`config.mk`:
```
export PLATFORM = sky130hd
export DESIGN_NAME = neuromorphic_wb_master_flat
export DESIGN_NICKNAME = d
export VERILOG_FILES = /design/src/rtl/neuromorphic_wb_pkg.sv /design/src/rtl/neuromorphic_wb_master_if.sv /design/src/rtl/wb_ack_watchdog.sv /design/src/rtl/neuromorphic_wb_master.sv /design/src/flat_wrapper.sv
export SDC_FILE = /design/constraint.sdc
export NUM_CORES = 1
export LEC_CHECK = 0
export BUFFER_PORTS_ARGS = -buffer_cell sky130_fd_sc_hd__buf_4
export CORE_ASPECT_RATIO = 1.75
export CORE_MARGIN = 2
export CORE_UTILIZATION = 42
export CTS_CLUSTER_SIZE = 14
export DETAILED_ROUTE_END_ITERATION = 10
export PLACE_DENSITY = 0.75
export SLEW_MARGIN = 20
export SYNTH_ARGS = -nofsm -noshare
export SYNTH_HDL_FRONTEND = slang
export SYNTH_SLANG_ARGS = --single-unit
```
`constraint.sdc`:
```
create_clock -name wb_clk_i -period 1.7 [get_ports wb_clk_i]
set_input_delay 0.34 -clock wb_clk_i [delete_from_list [all_inputs] [get_ports wb_clk_i]]
set_output_delay 0.34 -clock wb_clk_i [all_outputs]
set_load 0.1 [all_outputs]
```
`src/rtl/neuromorphic_wb_pkg.sv`:
```
// Shared types and constants for the ReRAM Wishbone block initiator.
// Optional ack timeout is enabled with the WB_MASTER_TIMEOUT_EN macro.
package neuromorphic_wb_pkg;

  typedef enum logic [2:0] {
    ST_IDLE     = 3'd0,
    ST_FETCH    = 3'd1,
    ST_REQ      = 3'd2,
    ST_WAIT_ACK = 3'd3,
    ST_HOLD     = 3'd4,
    ST_DONE     = 3'd5
  } state_e;

  localparam logic       OP_WRITE    = 1'b0;
  localparam logic       OP_READ     = 1'b1;
  localparam int         WORD_STRIDE = 4;
  localparam logic [3:0] SEL_ALL     = 4'hF;

  // The beat counter must hold MAX_BEATS itself, not just MAX_BEATS-1.
  function automatic int cnt_width(input int max_beats);
    return $clog2(max_beats) + 1;
  endfunction

endpackage

```
`src/rtl/neuromorphic_wb_master_if.sv`:
```
// Wishbone classic bus between the block initiator and the ReRAM slave.
interface neuromorphic_wb_master_if #(
  parameter int ADDR_W = 32,
  parameter int DATA_W = 32
);
  logic              wbm_cyc_o;
  logic              wbm_stb_o;
  logic              wbm_we_o;
  logic [3:0]        wbm_sel_o;
  logic [ADDR_W-1:0] wbm_adr_o;
  logic [DATA_W-1:0] wbm_dat_o;
  logic [DATA_W-1:0] wbm_dat_i;
  logic              wbm_ack_i;

  modport master (
    output wbm_cyc_o, wbm_stb_o, wbm_we_o, wbm_sel_o, wbm_adr_o, wbm_dat_o,
    input  wbm_dat_i, wbm_ack_i
  );

  modport slave (
    input  wbm_cyc_o, wbm_stb_o, wbm_we_o, wbm_sel_o, wbm_adr_o, wbm_dat_o,
    output wbm_dat_i, wbm_ack_i
  );
endinterface

```
`src/rtl/wb_ack_watchdog.sv`:
```
// Counts consecutive cycles spent waiting for ack; flags expiry on the
// TIMEOUT_CYC-th cycle. Only built when WB_MASTER_TIMEOUT_EN is defined.
module wb_ack_watchdog #(
  parameter int TIMEOUT_CYC = 1024
) (
  input  logic clk,
  input  logic rst,
  input  logic arm,
  output logic expired
);
  localparam int TW = $clog2(TIMEOUT_CYC) + 1;

  logic [TW-1:0] count;

  // Disarming clears the count so every bus cycle gets a full budget.
  always_ff @(posedge clk) begin
    if (rst || !arm) begin
      count <= '0;
    end else if (!expired) begin
      count <= count + TW'(1);
    end
  end

  assign expired = arm && (count == TW'(TIMEOUT_CYC - 1));

endmodule

```
`src/rtl/neuromorphic_wb_master.sv`:
```
// Block-command Wishbone classic initiator: one single cycle per word at
// consecutive addresses. Define WB_MASTER_TIMEOUT_EN for the ack timeout abort.
module neuromorphic_wb_master
  import neuromorphic_wb_pkg::*;
#(
  parameter  int ADDR_W      = 32,
  parameter  int DATA_W      = 32,
  parameter  int MAX_BEATS   = 32,
  parameter  int TIMEOUT_CYC = 1024,
  localparam int CW          = cnt_width(MAX_BEATS)
) (
  input  logic                     wb_clk_i,
  input  logic                     wb_rst_i,
  input  logic                     cmd_valid,
  output logic                     cmd_ready,
  input  logic                     cmd_op,
  input  logic [ADDR_W-1:0]        cmd_addr,
  input  logic [CW-1:0]            cmd_cnt,
  input  logic                     wdata_valid,
  output logic                     wdata_ready,
  input  logic [DATA_W-1:0]        wdata,
  output logic                     rdata_valid,
  input  logic                     rdata_ready,
  output logic [DATA_W-1:0]        rdata,
  neuromorphic_wb_master_if.master wb,
  output logic                     busy,
  output logic                     done,
  output logic                     err
);

  if (MAX_BEATS < 1 || TIMEOUT_CYC < 2) begin : g_param_check
    $error("neuromorphic_wb_master: MAX_BEATS must be >= 1 and TIMEOUT_CYC >= 2");
  end

  state_e              state, state_nxt;
  logic                op_q;
  logic [ADDR_W-1:0]   addr_q;
  logic [CW-1:0]       remain_q;
  logic [DATA_W-1:0]   wdat_q;
  logic [DATA_W-1:0]   rdat_q;
  logic                cyc;
  logic                beat_done;
  logic                last_beat;
  logic                ack_timeout;

  assign last_beat = (remain_q == CW'(1));

  // NOTE: sequential state uses non-blocking (<=) so every flop samples
  // pre-edge values regardless of process evaluation order.
  always_ff @(posedge wb_clk_i) begin
    if (wb_rst_i) state <= ST_IDLE;
    else          state <= state_nxt;
  end

  // NOTE: every combinational output gets a default first, so no path
  // through the case leaves one unassigned and a latch is never inferred.
  always_comb begin
    state_nxt   = state;
    cmd_ready   = 1'b0;
    wdata_ready = 1'b0;
    rdata_valid = 1'b0;
    cyc         = 1'b0;
    busy        = 1'b1;
    done        = 1'b0;
    beat_done   = 1'b0;
    unique case (state)
      ST_IDLE: begin
        cmd_ready = 1'b1;
        busy      = 1'b0;
        if (cmd_valid) begin
          if (cmd_cnt == '0)          state_nxt = ST_DONE;
          else if (cmd_op == OP_READ) state_nxt = ST_REQ;
          else                        state_nxt = ST_FETCH;
        end
      end
      ST_FETCH: begin
        wdata_ready = 1'b1;
        if (wdata_valid) state_nxt = ST_REQ;
      end
      ST_REQ: begin
        cyc       = 1'b1;
        state_nxt = ST_WAIT_ACK;
      end
      ST_WAIT_ACK: begin
        cyc = 1'b1;
        // An ack arriving on the expiry cycle still completes the beat.
        if (wb.wbm_ack_i) begin
          if (op_q == OP_READ) begin
            state_nxt = ST_HOLD;
          end else begin
            beat_done = 1'b1;
            state_nxt = last_beat ? ST_DONE : ST_FETCH;
          end
        end else if (ack_timeout) begin
          state_nxt = ST_DONE;
        end
      end
      ST_HOLD: begin
        rdata_valid = 1'b1;
        if (rdata_ready) begin
          beat_done = 1'b1;
          state_nxt = last_beat ? ST_DONE : ST_REQ;
        end
      end
      ST_DONE: begin
        done      = 1'b1;
        state_nxt = ST_IDLE;
      end
      default: state_nxt = ST_IDLE;
    endcase
  end

  // NOTE: datapath registers are reset too, because they drive outputs that
  // must read as zero out of reset (address, write data, read data).
  always_ff @(posedge wb_clk_i) begin
    if (wb_rst_i) begin
      op_q     <= OP_WRITE;
      addr_q   <= '0;
      remain_q <= '0;
      wdat_q   <= '0;
      rdat_q   <= '0;
    end else begin
      if (cmd_valid && cmd_ready) begin
        op_q     <= cmd_op;
        addr_q   <= cmd_addr;
        remain_q <= cmd_cnt;
      end
      if (wdata_valid && wdata_ready) wdat_q <= wdata;
      if (state == ST_WAIT_ACK && wb.wbm_ack_i && op_q == OP_READ) rdat_q <= wb.wbm_dat_i;
      // Address wraps modulo 2^ADDR_W by plain truncation.
      if (beat_done) begin
        addr_q   <= addr_q + ADDR_W'(WORD_STRIDE);
        remain_q <= remain_q - CW'(1);
      end
    end
  end

`ifdef WB_MASTER_TIMEOUT_EN
  logic err_q;

  wb_ack_watchdog #(
    .TIMEOUT_CYC (TIMEOUT_CYC)
  ) u_ack_watchdog (
    .clk     (wb_clk_i),
    .rst     (wb_rst_i),
    .arm     (state == ST_WAIT_ACK),
    .expired (ack_timeout)
  );

  always_ff @(posedge wb_clk_i) begin
    if (wb_rst_i) begin
      err_q <= 1'b0;
    end else if (cmd_valid && cmd_ready) begin
      err_q <= 1'b0;
    end else if (state == ST_WAIT_ACK && !wb.wbm_ack_i && ack_timeout) begin
      err_q <= 1'b1;
    end
  end

  assign err = done & err_q;
`else
  assign ack_timeout = 1'b0;
  assign err         = 1'b0;
`endif

  assign wb.wbm_cyc_o = cyc;
  assign wb.wbm_stb_o = cyc;
  assign wb.wbm_we_o  = cyc & (op_q ^ 1'b1);
  assign wb.wbm_sel_o = SEL_ALL;
  assign wb.wbm_adr_o = addr_q;
  assign wb.wbm_dat_o = wdat_q;
  assign rdata        = rdat_q;

endmodule
```
`src/flat_wrapper.sv`:
```
// flat-port wrapper written by rule: the top's interface ports become plain ports
module neuromorphic_wb_master_flat import neuromorphic_wb_pkg::*;
#(
  parameter  int ADDR_W      = 32,
  parameter  int DATA_W      = 32,
  parameter  int MAX_BEATS   = 32,
  parameter  int TIMEOUT_CYC = 1024,
  localparam int CW          = cnt_width(MAX_BEATS)
)
  (wb_clk_i, wb_rst_i, cmd_valid, cmd_ready, cmd_op, cmd_addr, cmd_cnt, wdata_valid, wdata_ready, wdata, rdata_valid, rdata_ready, rdata, busy, done, err, wb_wbm_cyc_o, wb_wbm_stb_o, wb_wbm_we_o, wb_wbm_sel_o, wb_wbm_adr_o, wb_wbm_dat_o, wb_wbm_dat_i, wb_wbm_ack_i);
  neuromorphic_wb_master_if #(.ADDR_W(ADDR_W), .DATA_W(DATA_W)) wb_i ();
  input  logic wb_clk_i;
  input  logic wb_rst_i;
  input  logic cmd_valid;
  output logic cmd_ready;
  input  logic cmd_op;
  input  logic [ADDR_W-1:0] cmd_addr;
  input  logic [CW-1:0] cmd_cnt;
  input  logic wdata_valid;
  output logic wdata_ready;
  input  logic [DATA_W-1:0] wdata;
  output logic rdata_valid;
  input  logic rdata_ready;
  output logic [DATA_W-1:0] rdata;
  output logic busy;
  output logic done;
  output logic err;
  output wire logic [$bits(wb_i.wbm_cyc_o)-1:0] wb_wbm_cyc_o;
  output wire logic [$bits(wb_i.wbm_stb_o)-1:0] wb_wbm_stb_o;
  output wire logic [$bits(wb_i.wbm_we_o)-1:0] wb_wbm_we_o;
  output wire logic [$bits(wb_i.wbm_sel_o)-1:0] wb_wbm_sel_o;
  output wire logic [$bits(wb_i.wbm_adr_o)-1:0] wb_wbm_adr_o;
  output wire logic [$bits(wb_i.wbm_dat_o)-1:0] wb_wbm_dat_o;
  input wire logic [$bits(wb_i.wbm_dat_i)-1:0] wb_wbm_dat_i;
  input wire logic [$bits(wb_i.wbm_ack_i)-1:0] wb_wbm_ack_i;
  assign wb_wbm_cyc_o = wb_i.wbm_cyc_o;
  assign wb_wbm_stb_o = wb_i.wbm_stb_o;
  assign wb_wbm_we_o = wb_i.wbm_we_o;
  assign wb_wbm_sel_o = wb_i.wbm_sel_o;
  assign wb_wbm_adr_o = wb_i.wbm_adr_o;
  assign wb_wbm_dat_o = wb_i.wbm_dat_o;
  assign wb_i.wbm_dat_i = wb_wbm_dat_i;
  assign wb_i.wbm_ack_i = wb_wbm_ack_i;
  neuromorphic_wb_master #(.ADDR_W(ADDR_W), .DATA_W(DATA_W), .MAX_BEATS(MAX_BEATS), .TIMEOUT_CYC(TIMEOUT_CYC)) u_core (.wb_clk_i(wb_clk_i), .wb_rst_i(wb_rst_i), .cmd_valid(cmd_valid), .cmd_ready(cmd_ready), .cmd_op(cmd_op), .cmd_addr(cmd_addr), .cmd_cnt(cmd_cnt), .wdata_valid(wdata_valid), .wdata_ready(wdata_ready), .wdata(wdata), .rdata_valid(rdata_valid), .rdata_ready(rdata_ready), .rdata(rdata), .wb(wb_i), .busy(busy), .done(done), .err(err));
endmodule
```
Yosys cells after proc, flatten, opt, wreduce, memory -nomap -nowiden
Cells that the tools add are included.
{"block": "classes", "muxes": 24, "n_bitwise": 2, "n_eq_ne": 10, "n_reduce_logical": 9, "add_sub_neg": 2}
{"cell": "$mux W32", "n": 2}
{"cell": "$add A32 B3 Y32 const B", "n": 1}
{"cell": "$mux W3", "n": 8}
{"cell": "$pmux W3 S5", "n": 1}
{"cell": "$mux W6", "n": 2}
{"cell": "$mux W1", "n": 9}
{"cell": "$ne A2 B2 Y1 const B", "n": 4}
{"cell": "$eq A3 B2 Y1 const B", "n": 2}
{"cell": "$eq A3 B3 Y1 const B", "n": 2}
{"cell": "$eq A6 B1 Y1 const B", "n": 1}
{"cell": "$logic_not A6 Y1", "n": 1}
{"cell": "$sub A6 B1 Y6 const B", "n": 1}
{"cell": "$logic_and A1 B1 Y1", "n": 4}
{"cell": "$reduce_and A4 Y1", "n": 1}
{"cell": "$eq A3 B1 Y1 const B", "n": 1}
{"cell": "$logic_not A3 Y1", "n": 1}
{"cell": "$mux W2", "n": 1}
{"cell": "$pmux W1 S2", "n": 1}
{"cell": "$reduce_bool A2 Y1", "n": 1}
{"cell": "$reduce_or A2 Y1", "n": 1}
{"cell": "$and A1 B1 Y1", "n": 1}
{"cell": "$not A1 Y1", "n": 1}
{"block": "totals", "register_bits": 106, "output_inout_bits": 109, "in_bits": 109, "word_cells": 53}

Depth between registers and ports, before layout
Gate-level depths: netlist (run 1).
{"block": "depth", "ltp_word": 5, "mapped_depth": 8, "mapped_depth_nobuf": 6}

Least setup slack after synthesis (run 1)
No wires, ideal clock.
{"block": "synth_timing", "kind": "register -> output", "start": "reg u_core.state[0]", "end": "out busy", "path_slack_ps": -2557, "path_stages_with_launch": 4, "required_time_ps": 1360, "t_arrival_ps": 3917, "path_buffers": 1, "path_cell_list": "dfxtp_1 clkbuf_1 nor3_1 inv_1"}
{"block": "synth_via", "elab_chain_len": 2}
{"element": "start: declaration", "line": "neuromorphic_wb_master.sv:35", "rtl": "state_e state, state_nxt;"}
{"element": "start signal: assignment", "line": "neuromorphic_wb_master.sv:52", "rtl": "else state <= state_nxt;"}
{"element": "$logic_not A3 Y1", "line": "neuromorphic_wb_master.sv:66", "rtl": "unique case (state)"}
{"element": "$mux W1", "line": "neuromorphic_wb_master.sv:66"}
{"element": "end: declaration", "line": "flat_wrapper.sv:25", "rtl": "output logic busy;"}
Every way passes these cells.

Worst setup path in the final report (run 1)
{"block": "layout_timing", "start": "reg u_core.addr_q[4] (netlist: u_core.wb.wbm_adr_o[4])", "end": "reg u_core.addr_q[27] (netlist: u_core.wb.wbm_adr_o[27])"}
{"block": "layout_via", "elab_chain_len": 2}
{"element": "start: declaration", "line": "neuromorphic_wb_master.sv:37", "rtl": "logic [ADDR_W-1:0] addr_q;"}
{"element": "start signal: assignment", "line": "neuromorphic_wb_master.sv:125", "rtl": "addr_q <= cmd_addr;"}
{"element": "start signal: assignment", "line": "neuromorphic_wb_master.sv:132", "rtl": "addr_q <= addr_q + ADDR_W'(WORD_STRIDE);"}
{"element": "$add A32 B3 Y32", "line": "neuromorphic_wb_master.sv:132"}
{"element": "$mux W32", "line": "neuromorphic_wb_master.sv:131", "rtl": "if (beat_done) begin"}
Every way passes these cells.
A chain may end at the register's enable or synchronous reset.

==> flow_metrics.py, run 1 <==
metrics = {
    "setup_path": {
        "setup.worst_path.class": "reg -> reg",
        "reg2reg_slack_ns": -0.12,
        "ff_to_ff_path_depth": 6,
        "path_max_fanout": 5,
        "critPathArrivalTime_ns": 2.04,
        "reg_to_reg_start": "u_core.wb.wbm_adr_o[4]$_SDFFE_PP0P_",
        "timing.critical_path.from_type": "flop",
        "critical_path_required_ns": 1.93,
        "worstSetupEndpointType": "flop",
        "reg_to_reg_critical_path_endpoint": "u_core.wb.wbm_adr_o[27]$_SDFFE_PP0P_",
    },
    "synth": {
        "netlist-cell-type-count": 55,
        "post_synth_inst_count": 616,
        "postSynth.topFlopCell": "sky130_fd_sc_hd__dfxtp_1",
        "ys_async_sr_fraction_pct": 0,
        "yosysTopAreaCell": "sky130_fd_sc_hd__dfxtp_1",
        "synth-edff-count": 0,
        "postSynthAreaPerCell_um2": 7.64,
        "synth_top_area_share_pct": 45.1,
        "netlist_top_cells_area": "sky130_fd_sc_hd__dfxtp_1, sky130_fd_sc_hd__nand2_1, sky130_fd_sc_hd__a21oi_1",
        "netlist_area_mm2": 0.00471,
        "synth_seq_cells": 106,
        "yosys_warnings": 0,
        "yosysSeqAreaShare_pct": 45.1,
    },
    "layout": {
        "area.growth.synth_to_final_pct": 72.8,
        "share_of_post_route_cells_with_drive_strength_above_1_pct": 47.3,
        "layout_commonest_cell": "sky130_fd_sc_hd__buf_4",
        "post-route-util_pct": 73.7,
        "nets": 1011,
        "final_cell_mix": "sky130_fd_sc_hd__buf_4, sky130_fd_sc_hd__nand2_1, sky130_fd_sc_hd__a21oi_1",
        "diode_count": 0,
    },
    "placement": {
        "place_worst_setup_slack_ns": -0.277,
        "place.detailed.hpwl_mm": 12.3,
        "io_buffer_count": 212,
        "routabilityCongestion": 0.945,
    },
    "floorplanning": {
        "dieHeight_um": 144,
        "die_width_um": 84.0,
        "floorplan.initialDensity_pct": 42.6,
        "fp.dieArea_mm2": 0.0121,
        "boundaryPins": 218,
        "fp.coreArea_mm2": 0.0110,
        "num_rows": 51,
    },
    "detailed_routing": {
        "drtAntennaViolNets": 0,
        "initial_drc_count": 234,
        "route.vias.total": 5651,
        "avgRoutedWirePerCell_um": 16.4,
        "drc_errors": 0,
        "vias_per_cell": 5.45,
        "routed_wirelength_mm": 17.0,
        "first_pass_iters": 5,
    },
    "sta": {
        "timing.final.ws_setup_ns": -0.116,
        "hold_viol": 0,
        "period_minus_slack_ns": 1.82,
        "slew_headroom_pct": 66.6,
        "finalCritPeriodShare_pct": 107,
        "timing.final.max_slew_violations": 0,
        "tightestPinTransition_ns": 0.501,
        "worst_clock_skew_ns": 0.0141,
        "report.final.setup_viol": 32,
        "grt_setup_unrepaired": "yes",
        "fmax_ghz": 0.551,
    },
    "clocking": {
        "cts-htree-levels": 3,
        "cts_tree": "done",
        "cts_made_buffers": 9,
        "clkSlewWorstSetupHoldPaths_ns": 0.08,
        "clock_tree.buffer_depth": 2,
        "clkLatencyLatePin_ns": 0.35,
        "clock_sinks": 106,
        "clock-root-buffer": "sky130_fd_sc_hd__clkbuf_16",
    },
    "global_routing": {
        "grt_use_total_pct": 26.2,
        "grt_start_max_net_pins": 51,
        "grt_pass1_wl_mm": 25.8,
        "first_global_vias": 5570,
        "antenna_found_initial": 0,
        "gr-total-overflow": 0,
    },
    "min_path": {
        "min-delay-start": "wb_wbm_dat_i[26]",
        "min-delay-path-class": "in -> reg",
        "hold-path-endpoint": "u_core.rdata[26]$_SDFFE_PP0P_",
        "timing.hold.worst_path_depth": 3,
    },
    "pwr": {
        "vdd_ir_drop_max_mv": 1.42,
        "power_density_mw_per_mm2": 1260,
        "p_leak_uw": 0.00336,
    },
    "run_status": {
        "failed_checks": "negative setup slack",
        "outcome": "finished with violations",
    },
    "run": {
        "drv.max_cap_violation_count": 0,
    },
}
layout make-up:
cell class | count | area, um2
timing repair buffer | 315 | 2650
multi-input combinational | 459 | 2740
sequential | 106 | 2220
clock inverter | 7 | 100
fill | 834 | 2910
tap | 132 | 165
clock buffer | 9 | 225
inverter | 8 | 36.3
cell families after synthesis:
group | count (synthesis) | synth area share [%]
muxes | 2 | 0.452
AOI/OAI and AO/OA | 153 | 19.6
adders and majority gates | 3 | 0.798
xor gates and xnor gates | 4 | 0.744
other | 2 | 0.160
buffers and inverters | 54 | 5.02
DFF | 106 | 45.1
and+or+nand+nor | 292 | 28.1
registers in the layout, indices dropped and copies added, names as in the netlist:
name,flops
u_core.remain_q,6
u_core.wb.wbm_dat_o,32
u_core.wb.wbm_adr_o,32
u_core.rdata,32
u_core.op_q,1
u_core.state,3
where the power goes:
part	total, uW	switching [uW]	internal, uW
Clock	2200	1020	1190
Sequential	3050	265	2790
Combinational	5020	3320	1700
Total	10300	4600	5670
worst max-delay path by stage:
stage / startpoint / end / slack, ns
global placement: wb_wbm_ack_i / u_core.wb.wbm_adr_o[2]$_SDFFE_PP0P_ / -0.22
CTS: u_core.state[2]$_SDFFE_PP0P_ / u_core.wb.wbm_adr_o[9]$_SDFFE_PP0P_ / -0.15
global route: u_core.state[1]$_SDFFE_PP0P_ / u_core.wb.wbm_adr_o[11]$_SDFFE_PP0P_ / -0.19
floorplan: u_core.state[0]$_SDFFE_PP0P_ / busy / -0.68
finish: u_core.wb.wbm_adr_o[4]$_SDFFE_PP0P_ / u_core.wb.wbm_adr_o[27]$_SDFFE_PP0P_ / -0.12
detailed placement: wb_wbm_ack_i / u_core.remain_q[0]$_SDFFE_PP0P_ / -0.28
per-stage QoR:
step           instances  hold WS [ns]  setup TNS, ns  area, um2  power, uW
3_5_place_dp         985         0.443          -5.33       7020       7410
3_3_place_gp         985         0.440          -3.58       7020       7350
4_1_cts             1020         0.226          -1.46       7810       9990
5_1_grt             1036         0.235          -4.47       8130      10700
6_report            1036         0.230          -1.66       8130      10300
2_1_floorplan        619         0.458         -13.98       4990       6200
cell usage after synthesis (4+ instances only):
library cell / n
sky130_fd_sc_hd__a21oi_1: 86
sky130_fd_sc_hd__a31oi_1: 17
sky130_fd_sc_hd__and3_1: 4
sky130_fd_sc_hd__and4_1: 5
sky130_fd_sc_hd__buf_1: 4
sky130_fd_sc_hd__buf_4: 6
sky130_fd_sc_hd__clkbuf_1: 32
sky130_fd_sc_hd__dfxtp_1: 106
sky130_fd_sc_hd__inv_1: 8
sky130_fd_sc_hd__nand2_1: 181
sky130_fd_sc_hd__nand3_1: 22
sky130_fd_sc_hd__nand4_1: 11
sky130_fd_sc_hd__nor2_1: 26
sky130_fd_sc_hd__nor3_1: 7
sky130_fd_sc_hd__nor4_1: 6
sky130_fd_sc_hd__o211ai_1: 10
sky130_fd_sc_hd__o21ai_0: 8
sky130_fd_sc_hd__o311ai_0: 4
sky130_fd_sc_hd__o31a_1: 5
sky130_fd_sc_hd__or3_1: 9
per-layer routing:
metal / track usage (%) / vias to the layer above / wire [um]
met4: 14.0 / 0 / 643
li1: - / 2711 / -
met2: 51.1 / 227 / 9510
met3: 3.60 / 49 / 876
met1: 26.3 / 2664 / 5950
met5: 0 / - / 0
worst max-delay path, stage by stage, from the launching register on:
cell and delay, ns:
sky130_fd_sc_hd__dfxtp_4 0.35, sky130_fd_sc_hd__nand4_1 0.20, sky130_fd_sc_hd__buf_4 0.21, sky130_fd_sc_hd__or3_4 0.44, sky130_fd_sc_hd__o31a_1 0.26, sky130_fd_sc_hd__o21ai_1 0.14
sky130_fd_sc_hd__a31oi_1 0.10
timing repair:
| action | CTS | global route |
|---|---|---|
| gates cloned | 1 | 0 |
| pin swaps | 33 | 52 |
| hold buffers | 0 | 0 |
| resized for setup | 77 | 49 |
| buffers inserted | 18 | 16 |
| endpoints found under the setup margin | 47 | 42 |
(Power assumes the default switching activity.)
==> inputs of run 2 (changes only) <==
==> constraint.sdc (replaced) <==
create_clock -name wb_clk_i -period 1.7 [get_ports wb_clk_i]
set_input_delay 0.085 -clock wb_clk_i [delete_from_list [all_inputs] [get_ports wb_clk_i]]
set_output_delay 0.085 -clock wb_clk_i [all_outputs]
set_load 0.1 [all_outputs]
==> flow_metrics.py, run 2 (synthesis gave the netlist of run 1 again) <==
metrics = {
    "run_status": {
        "outcome": "finished with violations",
        "failed_checks": "negative setup slack",
    },
    "sta": {
        "worst_clock_skew_ns": 0.00941,
        "slew_headroom_pct": 59.3,
        "setup-tns-final_ns": -0.737,
        "period_minus_slack_ns": 1.82,
        "report.final.setup_viol": 14,
        "hold_viol": 0,
        "fmax_ghz": 0.548,
        "timing.final.ws_setup_ns": -0.124,
        "timing.final.max_slew_violations": 0,
        "tightestPinTransition_ns": 0.610,
        "finalCritPeriodShare_pct": 107,
        "grt_setup_unrepaired": "yes",
    },
    "layout": {
        "diode_count": 0,
        "layout_commonest_cell": "sky130_fd_sc_hd__buf_4",
        "final_cell_mix": "sky130_fd_sc_hd__buf_4, sky130_fd_sc_hd__nand2_1, sky130_fd_sc_hd__a21oi_1",
        "layout.filler_cells": 748,
        "area.growth.synth_to_final_pct": 78.7,
        "share_of_post_route_cells_with_drive_strength_above_1_pct": 41.9,
        "post-route-util_pct": 76.2,
        "nets": 1049,
        "finalNonFillerCells": 1074,
    },
    "detailed_routing": {
        "route.vias.total": 5914,
        "first_pass_iters": 5,
        "routed_wirelength_mm": 17.7,
        "vias_per_cell": 5.51,
        "initial_drc_count": 232,
        "drtAntennaViolNets": 0,
        "avgRoutedWirePerCell_um": 16.5,
        "drc_errors": 0,
    },
    "run": {
        "drv.max_cap_violation_count": 0,
    },
    "global_routing": {
        "gr-total-overflow": 0,
        "grt_use_total_pct": 27.0,
        "grt_pass1_wl_mm": 26.7,
        "grt_start_max_net_pins": 53,
        "first_global_vias": 5845,
        "antenna_found_initial": 0,
    },
    "setup_path": {
        "setup.worst_path.class": "reg -> reg",
        "path_max_fanout": 6,
        "worstSetupEndpointType": "flop",
        "critPathArrivalTime_ns": 2.09,
        "critical_path_required_ns": 1.97,
        "timing.critical_path.from_type": "flop",
    },
    "floorplanning": {
        "floorplan.initialDensity_pct": 42.6,
        "dieHeight_um": 144,
        "num_rows": 51,
        "fp.coreArea_mm2": 0.0110,
        "die_width_um": 84.0,
        "fp.dieArea_mm2": 0.0121,
        "boundaryPins": 218,
    },
    "placement": {
        "routabilityCongestion": 0.910,
        "place.detailed.hpwl_mm": 11.8,
        "io_buffer_count": 212,
        "dpl.cell_count": 976,
    },
    "clocking": {
        "cts_tree": "done",
        "clock-root-buffer": "sky130_fd_sc_hd__clkbuf_16",
        "clkLatencyLatePin_ns": 0.35,
        "cts-htree-levels": 3,
        "clkSlewWorstSetupHoldPaths_ns": 0.07,
        "clock_tree.buffer_depth": 2,
        "cts_made_buffers": 9,
        "clock_sinks": 106,
    },
    "pwr": {
        "p_leak_uw": 0.00342,
        "power_density_mw_per_mm2": 1180,
        "total_switching_power_uw": 4580,
        "switching_part_of_the_total_pct": 46.1,
        "vdd_ir_drop_max_mv": 1.19,
        "power_frac_seq_pct": 30.6,
        "combinationalPowerShare_pct": 49.2,
        "intPower_uw": 5350,
        "pwr-share-clk_pct": 20.2,
    },
    "min_path": {
        "min-delay-path-class": "in -> reg",
    },
}
## run 2: changes by cell type in the layout (fill, tap and decap cells not counted), sizes merged
cell / delta
bufinv: -1
clkinvlp: +1
dlygate4sd3: +64
clkbuf: +1
clkinv: -4
inv: +4
buf: -27
## run 2: cell type report
cell class | count | area (um2) | share of cell area (%)
clock buffer | 9 | 225 | 2.68
clock inverter | 7 | 58.8 | 0.699
inverter | 8 | 33.8 | 0.402
multi-input combinational | 459 | 2720 | 32.3
sequential | 106 | 2210 | 26.3
tap | 132 | 165 | 1.96
timing repair buffer | 353 | 3000 | 35.7
## run 2: layer usage
layer	GRT usage, %	up-vias	part of all wire (%)
met5	0	-	0
met4	15.4	0	4.6
met3	4.17	72	4.8
met2	51.9	258	55
met1	27.1	2793	35
li1	-	2791	-
## run 2: final timing paths
path	endpoint	start	slack, ns	depth (start not counted)
worst max register to register	u_core.wb.wbm_adr_o[31]$_SDFFE_PP0P_	u_core.state[2]$_SDFFE_PP0P_	-0.12	6
worst min-delay path	u_core.wb.wbm_adr_o[26]$_SDFFE_PP0P_	cmd_addr[26]	0.004	3
worst max-delay path	u_core.wb.wbm_adr_o[31]$_SDFFE_PP0P_	u_core.state[2]$_SDFFE_PP0P_	-0.12	6
worst min register to register	u_core.rdata[20]$_SDFFE_PP0P_	u_core.rdata[20]$_SDFFE_PP0P_	0.45	2
## run 2: timing repair
item / 4_1_cts / 5_1_grt
setup endpoints to repair: 43 / 41
gates cloned: 0 / 1
hold buffers: 64 / 0
gates resized for setup: 23 / 70
pin swaps: 14 / 36
setup buffers: 11 / 7
endpoints found under the hold margin: 64 / 0
## run 2: per-stage QoR
step	power, uW	area [um2]	hold slack, ns	worst slack, ns
floorplan	6190	4980	0.203	-0.465
global placement	7250	6930	0.334	-0.342
detailed placement	7330	6930	0.339	-0.428
CTS	9620	8060	0.000734	-0.107
global route	10300	8410	0.00161	-0.197
finish	9940	8410	0.00445	-0.124
## run 2: worst max-delay path, cell delays in order, from the launching register on
cell and delay (ns):
sky130_fd_sc_hd__dfxtp_2 0.32, sky130_fd_sc_hd__nand2b_4 0.14, sky130_fd_sc_hd__buf_6 0.11, sky130_fd_sc_hd__o31a_1 0.34
sky130_fd_sc_hd__buf_6 0.17, sky130_fd_sc_hd__or4_1 0.50, sky130_fd_sc_hd__a31oi_1 0.17
## run 2: power groups by stage
stage | clock, uW | sequential, uW | combinational (uW)
2_1_floorplan | 0 | 4580 | 1600
3_3_place_gp | 0 | 3060 | 4190
3_5_place_dp | 0 | 3070 | 4260
4_1_cts | 2040 | 3020 | 4560
5_1_grt | 2150 | 3080 | 5080
6_report | 2010 | 3040 | 4890
==> inputs of run 3 (changes only) <==
Settings changed: TNS_END_PERCENT set to 1.
==> flow_metrics.py, run 3 (synthesis gave the netlist of run 1 again) <==
metrics = {
    "clocking": {
        "clock_sinks": 106,
        "clkSlewWorstSetupHoldPaths_ns": 0.08,
        "clock-root-buffer": "sky130_fd_sc_hd__clkbuf_16",
        "clock_tree.buffer_depth": 2,
        "cts_tree": "done",
        "cts-htree-levels": 3,
        "clkLatencyLatePin_ns": 0.35,
        "cts_made_buffers": 9,
    },
    "pwr": {
        "vdd_ir_drop_max_mv": 1.52,
        "combinationalPowerShare_pct": 47.5,
        "total_switching_power_uw": 4470,
        "intPower_uw": 5270,
        "p_leak_uw": 0.00344,
        "power_frac_seq_pct": 30.8,
        "pwr-share-clk_pct": 21.7,
        "power_density_mw_per_mm2": 1180,
        "switching_part_of_the_total_pct": 45.9,
    },
    "sta": {
        "slew_headroom_pct": 50.3,
        "fmax_ghz": 0.553,
        "grt_setup_unrepaired": "yes",
        "tightestPinTransition_ns": 0.746,
        "period_minus_slack_ns": 1.81,
        "timing.final.ws_setup_ns": -0.110,
        "report.final.setup_viol": 13,
        "timing.final.max_slew_violations": 0,
        "worst_hold_slack_ns": 0.00322,
        "worst_clock_skew_ns": 0.00717,
        "hold_viol": 0,
        "finalCritPeriodShare_pct": 106,
    },
    "floorplanning": {
        "boundaryPins": 218,
        "fp.dieArea_mm2": 0.0121,
        "dieHeight_um": 144,
        "floorplan.initialDensity_pct": 42.6,
        "die_width_um": 84.0,
        "fp.coreArea_mm2": 0.0110,
        "num_rows": 51,
    },
    "placement": {
        "dpl_cell_area_mm2": 0.00694,
        "routabilityCongestion": 0.911,
        "dpl.cell_count": 990,
        "io_buffer_count": 212,
        "place.detailed.hpwl_mm": 12.1,
        "place_worst_setup_slack_ns": -0.387,
    },
    "layout": {
        "share_of_post_route_cells_with_drive_strength_above_1_pct": 38.6,
        "seqCellArea_mm2": 0.00217,
        "nets": 1062,
        "area.growth.synth_to_final_pct": 75.6,
        "finalNonFillerCells": 1088,
        "layout.filler_cells": 778,
        "final_cell_mix": "sky130_fd_sc_hd__buf_4, sky130_fd_sc_hd__nand2_1, sky130_fd_sc_hd__a21oi_1",
        "layout_commonest_cell": "sky130_fd_sc_hd__buf_4",
        "post-route-util_pct": 74.9,
        "postLayoutCellArea_mm2": 0.00826,
        "multi_input_area_mm2": 0.00257,
    },
    "detailed_routing": {
        "first_pass_iters": 6,
        "vias_per_cell": 5.53,
        "drtAntennaViolNets": 0,
        "initial_drc_count": 287,
        "avgRoutedWirePerCell_um": 16.7,
        "drc_errors": 0,
        "routed_wirelength_mm": 18.2,
        "route.vias.total": 6018,
    },
    "setup_path": {
        "worstSetupEndpointType": "flop",
        "path_max_fanout": 4,
        "timing.critical_path.from_type": "flop",
        "critPathArrivalTime_ns": 2.09,
        "critical-path-slowest-cell": "sky130_fd_sc_hd__or3_4",
        "path_cells": "nand2b_4 > buf_6 > o31a_1 > or3_4 > or3_1 > a31oi_1",
        "setup.worst_path.class": "reg -> reg",
        "critPathMaxStageDelay_ns": 0.37,
        "critical_path_required_ns": 1.98,
    },
    "min_path": {
        "min-delay-path-class": "in -> reg",
    },
    "global_routing": {
        "first_global_vias": 5910,
        "grt_use_total_pct": 28.4,
        "grt_start_max_net_pins": 65,
        "grt_pass1_wl_mm": 27.7,
        "gr-total-overflow": 0,
        "antenna_found_initial": 0,
    },
    "run_status": {
        "outcome": "finished with violations",
        "failed_checks": "negative setup slack",
    },
    "run": {
        "drv.max_cap_violation_count": 0,
    },
}
## run 3: cell count changes in the layout (fill, tap and decap cells not counted), sizes merged
cell	change
clkinvlp	-1
clkbuf	+1
inv	-2
buf	+4
dlygate4sd3	+10
clkinv	+1
diode	+1
## run 3: worst paths after layout
| kind | endpoint | cells after the start | from | slack (ns) |
|---|---|---|---|---|
| worst max-delay path | u_core.wb.wbm_adr_o[9]$_SDFFE_PP0P_ | 6 | u_core.state[2]$_SDFFE_PP0P_ | -0.11 |
| worst max register to register | u_core.wb.wbm_adr_o[9]$_SDFFE_PP0P_ | 6 | u_core.state[2]$_SDFFE_PP0P_ | -0.11 |
| worst min-delay path | u_core.op_q$_SDFFE_PP0P_ | 3 | cmd_op | 0.003 |
| worst min register to register | u_core.rdata[15]$_SDFFE_PP0P_ | 2 | u_core.rdata[15]$_SDFFE_PP0P_ | 0.46 |
## run 3: cell type report
cell class	count	share of cell area, %
repair buffers	366	36.7
multi-input cells	459	31.1
flip-flops and latches	106	26.2
clock buffers	11	3.07
well taps	132	2.00
clock inverters	5	0.515
inverters	8	0.363
diodes	1	0.0303
## run 3: critical path, delay by kind of cell, from the launching register on
family,cells,cell delay [ns]
flip-flops,1,0.33
AO/OA/AOI/OAI,2,0.45
buffers and inverters,1,0.12
AND/OR/NAND/NOR,3,0.84
## run 3: power by group through the flow
stage | clock network (uW) | logic [uW] | registers, uW
detailed placement | 0 | 4310 | 3020
floorplan | 0 | 1510 | 4560
global placement | 0 | 4240 | 3010
CTS | 2140 | 4560 | 2980
global route | 2220 | 4830 | 3020
finish | 2110 | 4630 | 2990
## run 3: what timing repair did
action | CTS | global route
endpoints found under the setup margin | 42 | 44
pin swaps | 13 | 5
hold buffers | 74 | 0
setup buffers | 7 | 0
endpoints found under the hold margin | 74 | 0
resized for setup | 30 | 23
## run 3: through the flow
step           power, uW  setup TNS (ns)
3_5_place_dp        7330           -8.04
3_3_place_gp        7250           -6.40
4_1_cts             9670          -0.473
6_report            9740          -0.581
5_1_grt            10100           -1.93
2_1_floorplan       6070          -31.30
## run 3: layer usage
metal  track usage [%]  vias to the layer above  part of all wire [%]
met5                 0                        -                     0
met4              18.9                        0                   5.6
met3              6.11                       72                   5.6
met2              53.3                      268                    55
met1              27.5                     2873                    34
li1                  -                     2805                     -
